[src/rtl/codegen_seq.sv]
// Burst sequencer for an external code generator: clears it, issues prescaled
// count enables for a programmed number of pulses, then samples its value.
module codegen_seq #(
  parameter int PRESC_W = 8,
  parameter int LEN_W   = 16
) (
  input  logic               clk,
  input  logic               rst_n,
  input  logic               start,
  input  logic               stop,
  input  logic [PRESC_W-1:0] presc,
  input  logic [LEN_W-1:0]   burst_len,
  input  logic [15:0]        gen_data,
  output logic               gen_ena,
  output logic               gen_clr,
  output logic               busy,
  output logic               done,
  output logic               sat,
  output logic [15:0]        sample,
  output logic               sample_vld
);

  typedef enum logic [2:0] {
    IDLE,
    CLEAR,
    RUN,
    DRAIN,
    DONE
  } state_t;

  state_t             state, state_nxt;
  logic [PRESC_W-1:0] presc_q, presc_cnt;
  logic [LEN_W-1:0]   len_q, pulse_cnt;
  logic [15:0]        sample_q;
  logic               sat_q;
  logic               full;
  logic               tick;

  assign full = (gen_data == 16'hFFFF);

  always_comb begin
    state_nxt = state;
    tick      = 1'b0;
    unique case (state)
      IDLE:  if (start) state_nxt = CLEAR;
      CLEAR: state_nxt = stop ? DRAIN : RUN;
      RUN: begin
        // saturation beats stop, stop beats a prescale tick
        if (full || stop) begin
          state_nxt = DRAIN;
        end else if (presc_cnt == '0) begin
          tick = 1'b1;
          if (len_q != '0 && (pulse_cnt + LEN_W'(1)) == len_q) state_nxt = DRAIN;
        end
      end
      DRAIN: state_nxt = DONE;
      DONE:  state_nxt = IDLE;
      default: state_nxt = IDLE;
    endcase
  end

  assign gen_ena    = tick;
  assign gen_clr    = (state == CLEAR);
  assign busy       = (state != IDLE);
  assign done       = (state == DONE);
  assign sample_vld = (state == DRAIN);
  assign sat        = sat_q;
  // the captured value is already visible during the sample_vld cycle
  assign sample     = (state == DRAIN) ? gen_data : sample_q;

  always_ff @(posedge clk or negedge rst_n) begin
    if (!rst_n) begin
      state     <= IDLE;
      presc_q   <= '0;
      len_q     <= '0;
      presc_cnt <= '0;
      pulse_cnt <= '0;
      sample_q  <= '0;
      sat_q     <= 1'b0;
    end else begin
      state <= state_nxt;
      unique case (state)
        IDLE: begin
          if (start) begin
            presc_q <= presc;
            len_q   <= burst_len;
            sat_q   <= 1'b0;
          end
        end
        CLEAR: begin
          presc_cnt <= presc_q;
          pulse_cnt <= '0;
        end
        RUN: begin
          if (full) begin
            sat_q <= 1'b1;
          end else if (tick) begin
            presc_cnt <= presc_q;
            if (pulse_cnt != '1) pulse_cnt <= pulse_cnt + LEN_W'(1);
          end else if (!stop) begin
            presc_cnt <= presc_cnt - PRESC_W'(1);
          end
        end
        DRAIN: sample_q <= gen_data;
        default: ;
      endcase
    end
  end

endmodule

[config.mk]
export PLATFORM = sky130hd
export DESIGN_NAME = codegen_seq
export DESIGN_NICKNAME = d
export VERILOG_FILES = /design/src/rtl/codegen_seq.sv
export SDC_FILE = /design/constraint.sdc
export NUM_CORES = 1
export LEC_CHECK = 0
export BUFFER_PORTS_ARGS = -buffer_cell sky130_fd_sc_hd__buf_2
export CORE_MARGIN = 4
export CORE_UTILIZATION = 50
export DETAILED_ROUTE_END_ITERATION = 6
export GPL_TIMING_DRIVEN = 1
export PLACE_DENSITY = 0.72
export SETUP_SLACK_MARGIN = 0.4
export SYNTH_ARGS = -nofsm -noshare
export SYNTH_HDL_FRONTEND = slang
export SYNTH_SLANG_ARGS = --single-unit
[constraint.sdc]
create_clock -name clk -period 5.7 [get_ports clk]
set_clock_uncertainty 0.15 [all_clocks]
set_input_delay 0 -clock clk [delete_from_list [all_inputs] [get_ports clk]]
set_output_delay 0 -clock clk [all_outputs]
set_load 0.03 [all_outputs]
==> results of run 1 <==
## where the power goes
group	internal, µW	switching (µW)	leakage, µW	total (µW)
Sequential	670	153	0.000853	823
Combinational	440	673	0.00124	1110
Clock	227	196	0.000102	423
Total	1340	1020	0.00220	2360
## metrics by stage
step	instance area [µm²]	hold slack [ns]	cells	setup slack (ns)	power (µW)
after detailed placement	4170	0.0572	537	2.60	1900
after global placement	4170	0.0548	537	2.68	1870
after global routing	4800	0.0673	595	2.41	2520
after floorplan	3830	-0.446	394	3.10	1610
final	4800	0.0283	595	2.59	2360
after CTS	4800	0.0144	595	2.62	2350
## placed cells by master (no fill, tap or decap), drive strengths merged, types with 7 or more instances in the layout
cell type / netlist / layout
xor2: 8 / 8
dfrtp: 68 / 68
nand2: 65 / 65
nand3: 12 / 12
mux2: 25 / 25
nor2: 11 / 11
o211ai: 7 / 7
mux2i: 8 / 8
clkbuf: 13 / 11
nor4: 7 / 7
nand4: 18 / 18
inv: 12 / 13
o21ai: 16 / 16
a31oi: 7 / 7
a21oi: 10 / 10
dlygate4sd3: 0 / 42
nor3: 8 / 8
buf: 11 / 68
and3: 7 / 7
xnor2: 10 / 10
## worst min-delay path, delay by kind of cell
| family | cells | cell delay, ns |
|---|---|---|
| AOI/OAI and AO/OA | 4 | 0.40 |
| buffers and inverters | 1 | 0.09 |
## metal layers
metal | wire length [µm] | track usage
met1 | 4300 | 0.306
met2 | 4920 | 0.394
met3 | 600 | 0.0466
met4 | 241 | 0.109
met5 | 0 | 0
## cell families (layout without fill, tap and decap cells)
family,Yosys count,count (layout),synth area share
and+or+nand+nor,162,162,0.224
AOI/OAI and AO/OA,73,73,0.137
muxes,33,33,0.0945
buffers and inverters,37,139,0.0481
xor gates and xnor gates,18,18,0.0412
adders and majority gates,3,3,0.00981
DFF,68,68,0.445
## final cells by class
type	count	area, µm²
clock inverters	5	58.8
repair buffers	110	768
clock buffers	11	151
well taps	99	124
inverters	13	48.8
fillers	581	2530
multi-input cells	289	1940
flip-flops and latches	68	1700
## registers in the layout, summed over array words and instances, names as in the netlist
name,flops
state,3
len_q,16
sat,1
sample_q,16
presc_cnt,8
presc_q,8
pulse_cnt,16
## worst max path at each step
stage,start,end,slack (ns)
2_1_floorplan,presc_cnt[0]$_DFFE_PN0P_,pulse_cnt[4]$_DFFE_PN0P_,3.10
3_3_place_gp,presc_cnt[0]$_DFFE_PN0P_,pulse_cnt[6]$_DFFE_PN0P_,2.68
3_5_place_dp,presc_cnt[0]$_DFFE_PN0P_,pulse_cnt[6]$_DFFE_PN0P_,2.60
4_1_cts,presc_cnt[0]$_DFFE_PN0P_,pulse_cnt[6]$_DFFE_PN0P_,2.62
5_1_grt,presc_cnt[0]$_DFFE_PN0P_,pulse_cnt[2]$_DFFE_PN0P_,2.41
6_report,presc_cnt[0]$_DFFE_PN0P_,pulse_cnt[6]$_DFFE_PN0P_,2.59
## what timing repair did
action / in CTS / in global routing
buffers inserted: 0 / 0
hold endpoints to repair: 109 / 0
endpoints found under the setup margin: 0 / 0
hold buffers: 42 / 0
==> flow_summary.json, run 1 <==
{
  "status": "finished clean",
  "cp.depth": 7,
  "vias": 3466,
  "layout-drive-gt1-share": 0.242,
  "cts-root-buf": "clkbuf_8",
  "grt_start_max_net_pins": 69,
  "cp-end-kind": "flip-flop",
  "period_share": 0.546,
  "first_pass_iters": 4,
  "drc": 0,
  "holdPathStages": 5,
  "die_x_um": 95.5,
  "crit_family": "compound AO/OA/AOI/OAI gates",
  "ys_seq_area_frac": 0.445,
  "cts_buffers": 9,
  "routed_wl_um": 10100,
  "max_freq_mhz": 322,
  "io_pins": 66,
  "start_kind": "flip-flop",
  "grt_overflow": 0,
  "postLayoutCoreUtil": 0.654,
  "clock-sinks": 68,
  "finalSetupTns_ns": 0,
  "antenna_left": 0,
  "whs_endpoint": "state[0]$_DFFE_PN0P_",
  "wl_per_cell_um": 16.9,
  "timing.rr.start": "presc_cnt[0]$_DFFE_PN0P_",
  "start_util": 0.522,
  "cpMaxStageDelayCell": "a2111oi_4",
  "required_ns": 5.80,
  "slew_headroom": 0.358,
  "path_class": "reg2reg",
  "synth_common_cells": "dfrtp_1, nand2_1, mux2_2",
  "critical_path_peak_fanout": 15,
  "synth-warning-count": 0,
  "synth_seq_cells": 68,
  "cts.path.max_buffers": 2,
  "clk_latency_ns": 0.35,
  "syn_area_per_cell_um2": 9.71,
  "cts_tree": "yes",
  "path_buf_inv": 1,
  "synth_edf_count": 0,
  "synth_area_leaders": "dfrtp_1, mux2_2, nand2_1, nand4_1, xnor2_1",
  "crit_path_max_incr_delay_ns": 0.91,
  "die_area_um2": 9120,
  "hpwl_um": 6530,
  "syn_to_final_growth_pct": 25.3,
  "clk_pin_slew_ns": 0.08,
  "final-hold-violation-count": 0,
  "port_buffers": 65,
  "synth_nets": 441,
  "viasPerCell": 5.83,
  "synthCells": 394,
  "p_leak_uw": 0.00220,
  "irDropWorstVdd_v": 0.000433,
  "arrival_ns": 3.21,
  "setup_viol": 0,
  "synth.most_common_cell": "dfrtp_1",
  "hold_path_class": "in2reg",
  "h-tree-depth": 3,
  "yosysTopAreaCell": "dfrtp_1",
  "rsz0062_at_grt": "false",
  "worstPathCellList": "inv_1, ha_1, or3b_2, or3_1, a2111oi_4, o21ai_0, a22o_1",
  "grt_pass1_wl_um": 16800,
  "fp-row-count": 31,
  "syn_area_um2": 3830,
  "hp-start": "start",
  "drt_iter0_markers": 177,
  "grt.total_usage": 0.240,
  "r2r_end": "pulse_cnt[6]$_DFFE_PN0P_",
  "antenna_found_initial": 0,
  "cts-resized-gates": 0,
  "n_antenna_cell": 0,
  "core_area_um2": 7330,
  "synthFlopType": "dfrtp_1",
  "synth-async-reset-ratio": 1.00,
  "rrSetupSlack_ns": 2.59,
  "worstRegToRegCells": 7,
  "num-nets-final": 538,
  "powerDensity_nw_per_um2": 492,
  "synth_cell_types": 59,
  "grt_pass1_vias": 3489,
  "yosysTopAreaCellShare": 0.445,
  "globalplace.congestion": 0.918,
  "drv_slew": 0,
  "tightest_slew_ns": 0.962,
  "period_needed_ns": 3.11,
  "max_cap_viol_count": 0,
  "fp.dieH_um": 95.5
}
Note: power is estimated with default switching activity, not from simulation.
==> run 2: changes to the inputs <==
- ABC_AREA: unset -> 1
- PLACE_DENSITY: 0.72 -> 0.73
- clock period: 5.7 -> 2.95 ns (I/O delays scaled with it)
==> flow_summary.json, run 2 <==
{
  "fp-row-count": 31,
  "drt_iter0_markers": 235,
  "wl_met3_um": 558,
  "synthFlopType": "dfrtp_1",
  "max_cap_viol_count": 0,
  "path_class": "reg2out",
  "period_share": 0.781,
  "hpwl_um": 6680,
  "p_leak_uw": 0.00238,
  "synth_area_leaders": "dfrtp_1, nand2_1, o21ai_0, nand3_1, inv_1",
  "yosysTopAreaCellShare": 0.455,
  "vias": 3675,
  "viasPerCell": 5.07,
  "synth_seq_cells": 68,
  "drv_slew": 0,
  "core_area_um2": 7250,
  "slew_headroom": 0.597,
  "powerDensity_nw_per_um2": 945,
  "grt_overflow": 0,
  "yosysTopAreaCell": "dfrtp_1",
  "die_area_um2": 8930,
  "cp-end-kind": "primary output",
  "multi_input_area_um2": 1750,
  "first_pass_iters": 5,
  "synth-async-reset-ratio": 1.00,
  "finalPower_uw": 4580,
  "drc": 0,
  "critical_path_peak_fanout": 28,
  "synth_edf_count": 0,
  "cts.path.max_buffers": 2,
  "wl_per_cell_um": 13.5,
  "start_util": 0.516,
  "port_buffers": 65,
  "setup_viol": 0,
  "fp.dieH_um": 94.5,
  "syn_area_um2": 3740,
  "synth-warning-count": 0,
  "dp.cells": 666,
  "max_freq_mhz": 434,
  "final-hold-violation-count": 0,
  "routed_wl_um": 9800,
  "worstRegToRegCells": 7,
  "synth.most_common_cell": "nand2_1",
  "cts-root-buf": "clkbuf_8",
  "hold_path_class": "in2async",
  "synth_nets": 557,
  "n_antenna_cell": 0,
  "die_x_um": 94.5,
  "final_common_cell": "nand2_1",
  "period_needed_ns": 2.30,
  "rrSetupSlack_ns": 0.79,
  "grt_pass1_vias": 3602,
  "synth_cell_types": 37,
  "r2r_end": "sat$_DFFE_PN0P_",
  "required_ns": 2.80,
  "status": "finished clean",
  "antenna_found_initial": 0,
  "num-nets-final": 668,
  "globalplace.congestion": 0.845,
  "met2_length_um": 4780,
  "wl_met1_um": 4280,
  "ys_seq_area_frac": 0.455,
  "fillCellCount": 605,
  "h-tree-depth": 3,
  "clk_pin_slew_ns": 0.08,
  "syn_to_final_growth_pct": 29.5,
  "final_cells": 725,
  "syn_area_per_cell_um2": 7.33,
  "reg_top3": "len_q: 16 flops, pulse_cnt: 16 flops, sample_q: 16 flops",
  "layout_common_cells": "nand2_1, dfrtp_1, buf_2, inv_1, o21ai_0",
  "clock-sinks": 68,
  "tightest_slew_ns": 0.604,
  "synth_common_cells": "nand2_1, dfrtp_1, inv_1",
  "antenna_left": 0,
  "grt_pass1_wl_um": 16500,
  "io_pins": 66,
  "grt_start_max_net_pins": 42,
  "arrival_ns": 2.15,
  "cts_buffers": 9,
  "start_kind": "flip-flop",
  "grt.total_usage": 0.239,
  "register_area_um2": 1700,
  "synthCells": 510,
  "timing.rr.start": "state[2]$_DFFE_PN0P_",
  "layout-drive-gt1-share": 0.160,
  "finalSetupTns_ns": 0,
  "clk_latency_ns": 0.35,
  "irDropWorstVdd_v": 0.000483,
  "top_layer": "met4",
  "cts_tree": "yes",
  "rsz0062_at_grt": "false"
}
==> run 2: cell type report <==
class,count,area share
tap,99,0.0256
clock buffer,10,0.0284
clock inverter,6,0.0230
sequential,68,0.351
timing repair buffer,112,0.162
inverter,62,0.0483
multi-input combinational,368,0.361
==> run 2: timing repair <==
action / in CTS / in global routing
hold endpoints to repair: 80 / 0
endpoints found under the setup margin: 3 / 0
hold buffers: 43 / 0
gates resized for setup: 1 / 0
buffers inserted: 0 / 0
==> run 2: worst max path at each step <==
stage | from | endpoint | slack (ns)
4_1_cts | state[1]$_DFFE_PN0P_ | sample[14] | 0.66
5_1_grt | pulse_cnt[0]$_DFFE_PN0P_ | pulse_cnt[5]$_DFFE_PN0P_ | 0.47
3_3_place_gp | state[2]$_DFFE_PN0P_ | sample[0] | 0.80
3_5_place_dp | state[1]$_DFFE_PN0P_ | sample[14] | 0.70
6_report | state[1]$_DFFE_PN0P_ | sample[14] | 0.65
2_1_floorplan | state[2]$_DFFE_PN0P_ | sample_q[14]$_DFF_PN0_ | 0.41
==> run 2: logic make-up (layout without fill, tap and decap cells) <==
group,count (synthesis),in the layout,synth area share
simple gates,293,293,0.339
buf+inv,74,190,0.0773
flops,68,68,0.455
compound gates,61,61,0.0850
xor+xnor,11,11,0.0335
fa+ha+maj,3,3,0.0100
==> run 2: power by group <==
group          switching (µW)  internal [µW]
Sequential                212           1290
Clock                     373            584
Combinational            1460            650
==> run 2: worst max-delay path, stage by stage, from the launching register on <==
cell      delay [ns]
dfrtp_1         0.39
inv_1           0.11
nor3_4          0.28
clkinv_2        0.35
o21ai_0         0.40
buf_2           0.27
==> run 2: per-layer routing <==
metal	track usage	vias up
met5	0	-
met4	0.0817	0
met3	0.0430	20
met2	0.405	126
met1	0.308	1690
li1	-	1839
==> run 2: per-stage QoR <==
| stage | utilization | instance area [µm²] | worst slack, ns | hold slack, ns |
|---|---|---|---|---|
| after floorplan | - | 3740 | 0.415 | -0.446 |
| after global placement | 0.574 | 4160 | 0.802 | -0.119 |
| after detailed placement | 0.574 | 4160 | 0.701 | -0.112 |
| after CTS | 0.668 | 4840 | 0.661 | 0.0313 |
| after global routing | 0.668 | 4840 | 0.469 | 0.0854 |
| final | 0.668 | 4840 | 0.646 | 0.0236 |
==> run 3: changes to the inputs <==
- clock period: 2.95 -> 2.3 ns (I/O delays scaled with it)
==> flow_summary.json, run 3 (synthesis gave the netlist of run 2 again) <==
{
  "status": "finished clean",
  "final_common_cell": "nand2_1",
  "powerDensity_nw_per_um2": 1190,
  "grt_util_met3": 0.0398,
  "fp-row-count": 31,
  "clock-sinks": 68,
  "crit_path_max_incr_delay_ns": 0.45,
  "slew_headroom": 0.761,
  "required_ns": 2.43,
  "grt_start_max_net_pins": 69,
  "io_pins": 66,
  "design_area_um2": 5420,
  "cts-root-buf": "clkbuf_8",
  "grt_pass1_vias": 3639,
  "n_antenna_cell": 0,
  "wl_per_cell_um": 14.4,
  "grtUsageMet2": 0.408,
  "grt_pass1_wl_um": 17300,
  "cts_tree": "yes",
  "h-tree-depth": 3,
  "cpMaxStageDelayCell": "dfrtp_2",
  "layout_common_cells": "nand2_1, buf_2, dfrtp_1, inv_1, dlygate4sd3_1",
  "worstPathCellList": "buf_4, nand3_4, inv_2, nand3_1, nand3_1, nand2_2, nor2_1, nand3_1, nor2_1, nand2_1, nand2_1, nand2_1, nor2_1",
  "antenna_found_initial": 0,
  "grt_overflow": 0,
  "arrival_ns": 2.15,
  "port_buffers": 65,
  "top_usage_layer": "met2",
  "post_dp_cell_area_um2": 4280,
  "start_kind": "flip-flop",
  "period_share": 0.879,
  "antenna_left": 0,
  "finalSetupTns_ns": 0,
  "setup_viol": 0,
  "reg_top3": "len_q: 16 flops, pulse_cnt: 16 flops, sample_q: 16 flops",
  "cts.path.max_buffers": 2,
  "critical_path_peak_fanout": 5,
  "globalplace.congestion": 0.931,
  "cts_buffers": 9,
  "path_class": "reg2reg",
  "hpwl_um": 6590,
  "max_freq_mhz": 494,
  "period_needed_ns": 2.02,
  "die_area_um2": 8930,
  "start_util": 0.516,
  "clk_pin_slew_ns": 0.08,
  "routed_wl_um": 10900,
  "global_route.usage.met1": 0.335,
  "viasPerCell": 5.22,
  "rsz0062_at_grt": "true",
  "drv_slew": 0,
  "drc": 0,
  "first_pass_iters": 5,
  "p_leak_uw": 0.00258,
  "die_x_um": 94.5,
  "tightest_slew_ns": 0.359,
  "num-nets-final": 699,
  "layout-drive-gt1-share": 0.306,
  "syn_to_final_growth_pct": 45.0,
  "max_cap_viol_count": 0,
  "vias": 3947,
  "irDropWorstVdd_v": 0.000647,
  "grt.total_usage": 0.249,
  "clk_latency_ns": 0.35,
  "cp-end-kind": "flip-flop",
  "final-hold-violation-count": 0,
  "core_area_um2": 7250,
  "hold_path_class": "in2async",
  "fp.dieH_um": 94.5,
  "drt_iter0_markers": 278
}
-- run 3: where the power goes --
part | internal (µW) | total, µW | switching [µW]
Sequential | 1660 | 1960 | 294
Clock | 562 | 1040 | 476
Combinational | 1230 | 3450 | 2220
-- run 3: final timing paths --
check	startpoint	end	slack, ns	cells after the start
worst max-delay path	pulse_cnt[3]$_DFFE_PN0P_	state[0]$_DFFE_PN0P_	0.28	13
max in group asynchronous	rst_n	pulse_cnt[5]$_DFFE_PN0P_	1.63	3
min in group clk	burst_len[2]	len_q[2]$_DFFE_PN0P_	0.24	4
worst min register to register	sample_q[3]$_DFF_PN0_	sample_q[3]$_DFF_PN0_	0.32	2
worst min-delay path	rst_n	sample_q[15]$_DFF_PN0_	0.07	3
worst max register to register	pulse_cnt[3]$_DFFE_PN0P_	state[0]$_DFFE_PN0P_	0.28	13
-- run 3: layer usage --
metal  routed length [µm]  vias up
met4                  242        0
li1                     -     1921
met5                    0        -
met2                 5400      161
met1                 4660     1839
met3                  618       26
-- run 3: worst max-delay path: cells and delay by family, from the launching register on --
kind,cells,cell delay [ns]
AND/OR/NAND/NOR,11,1.10
flip-flops,1,0.45
buffers and inverters,2,0.26
-- run 3: final cells by class --
type                            instances  area, µm²
Clock buffer                           11        151
Clock inverter                          5       60.1
Fill cell                             501       1830
Inverter                               62        240
Multi-Input combinational cell        372       2080
Sequential cell                        68       1720
Tap cell                               99        124
Timing Repair Buffer                  139       1060
-- run 3: repair_timing --
item                                    4_1_cts  5_1_grt
endpoints found under the setup margin       39       58
cloned                                        4        0
buffers inserted                              9       18
hold buffers                                 43        0
pin swaps                                    12       29
hold endpoints to repair                    110        0
resized for setup                            26       73
-- run 3: through the flow --
stage	utilization	total power, µW	hold slack (ns)	worst slack [ns]	std cells
after floorplan	-	4060	-0.446	0.304	510
after global placement	0.590	4670	-0.100	0.222	666
after detailed placement	0.590	4750	-0.102	0.184	666
after CTS	0.705	6120	0.0705	0.329	738
after global routing	0.748	6890	0.100	0.178	756
final	0.748	6440	0.0717	0.278	756
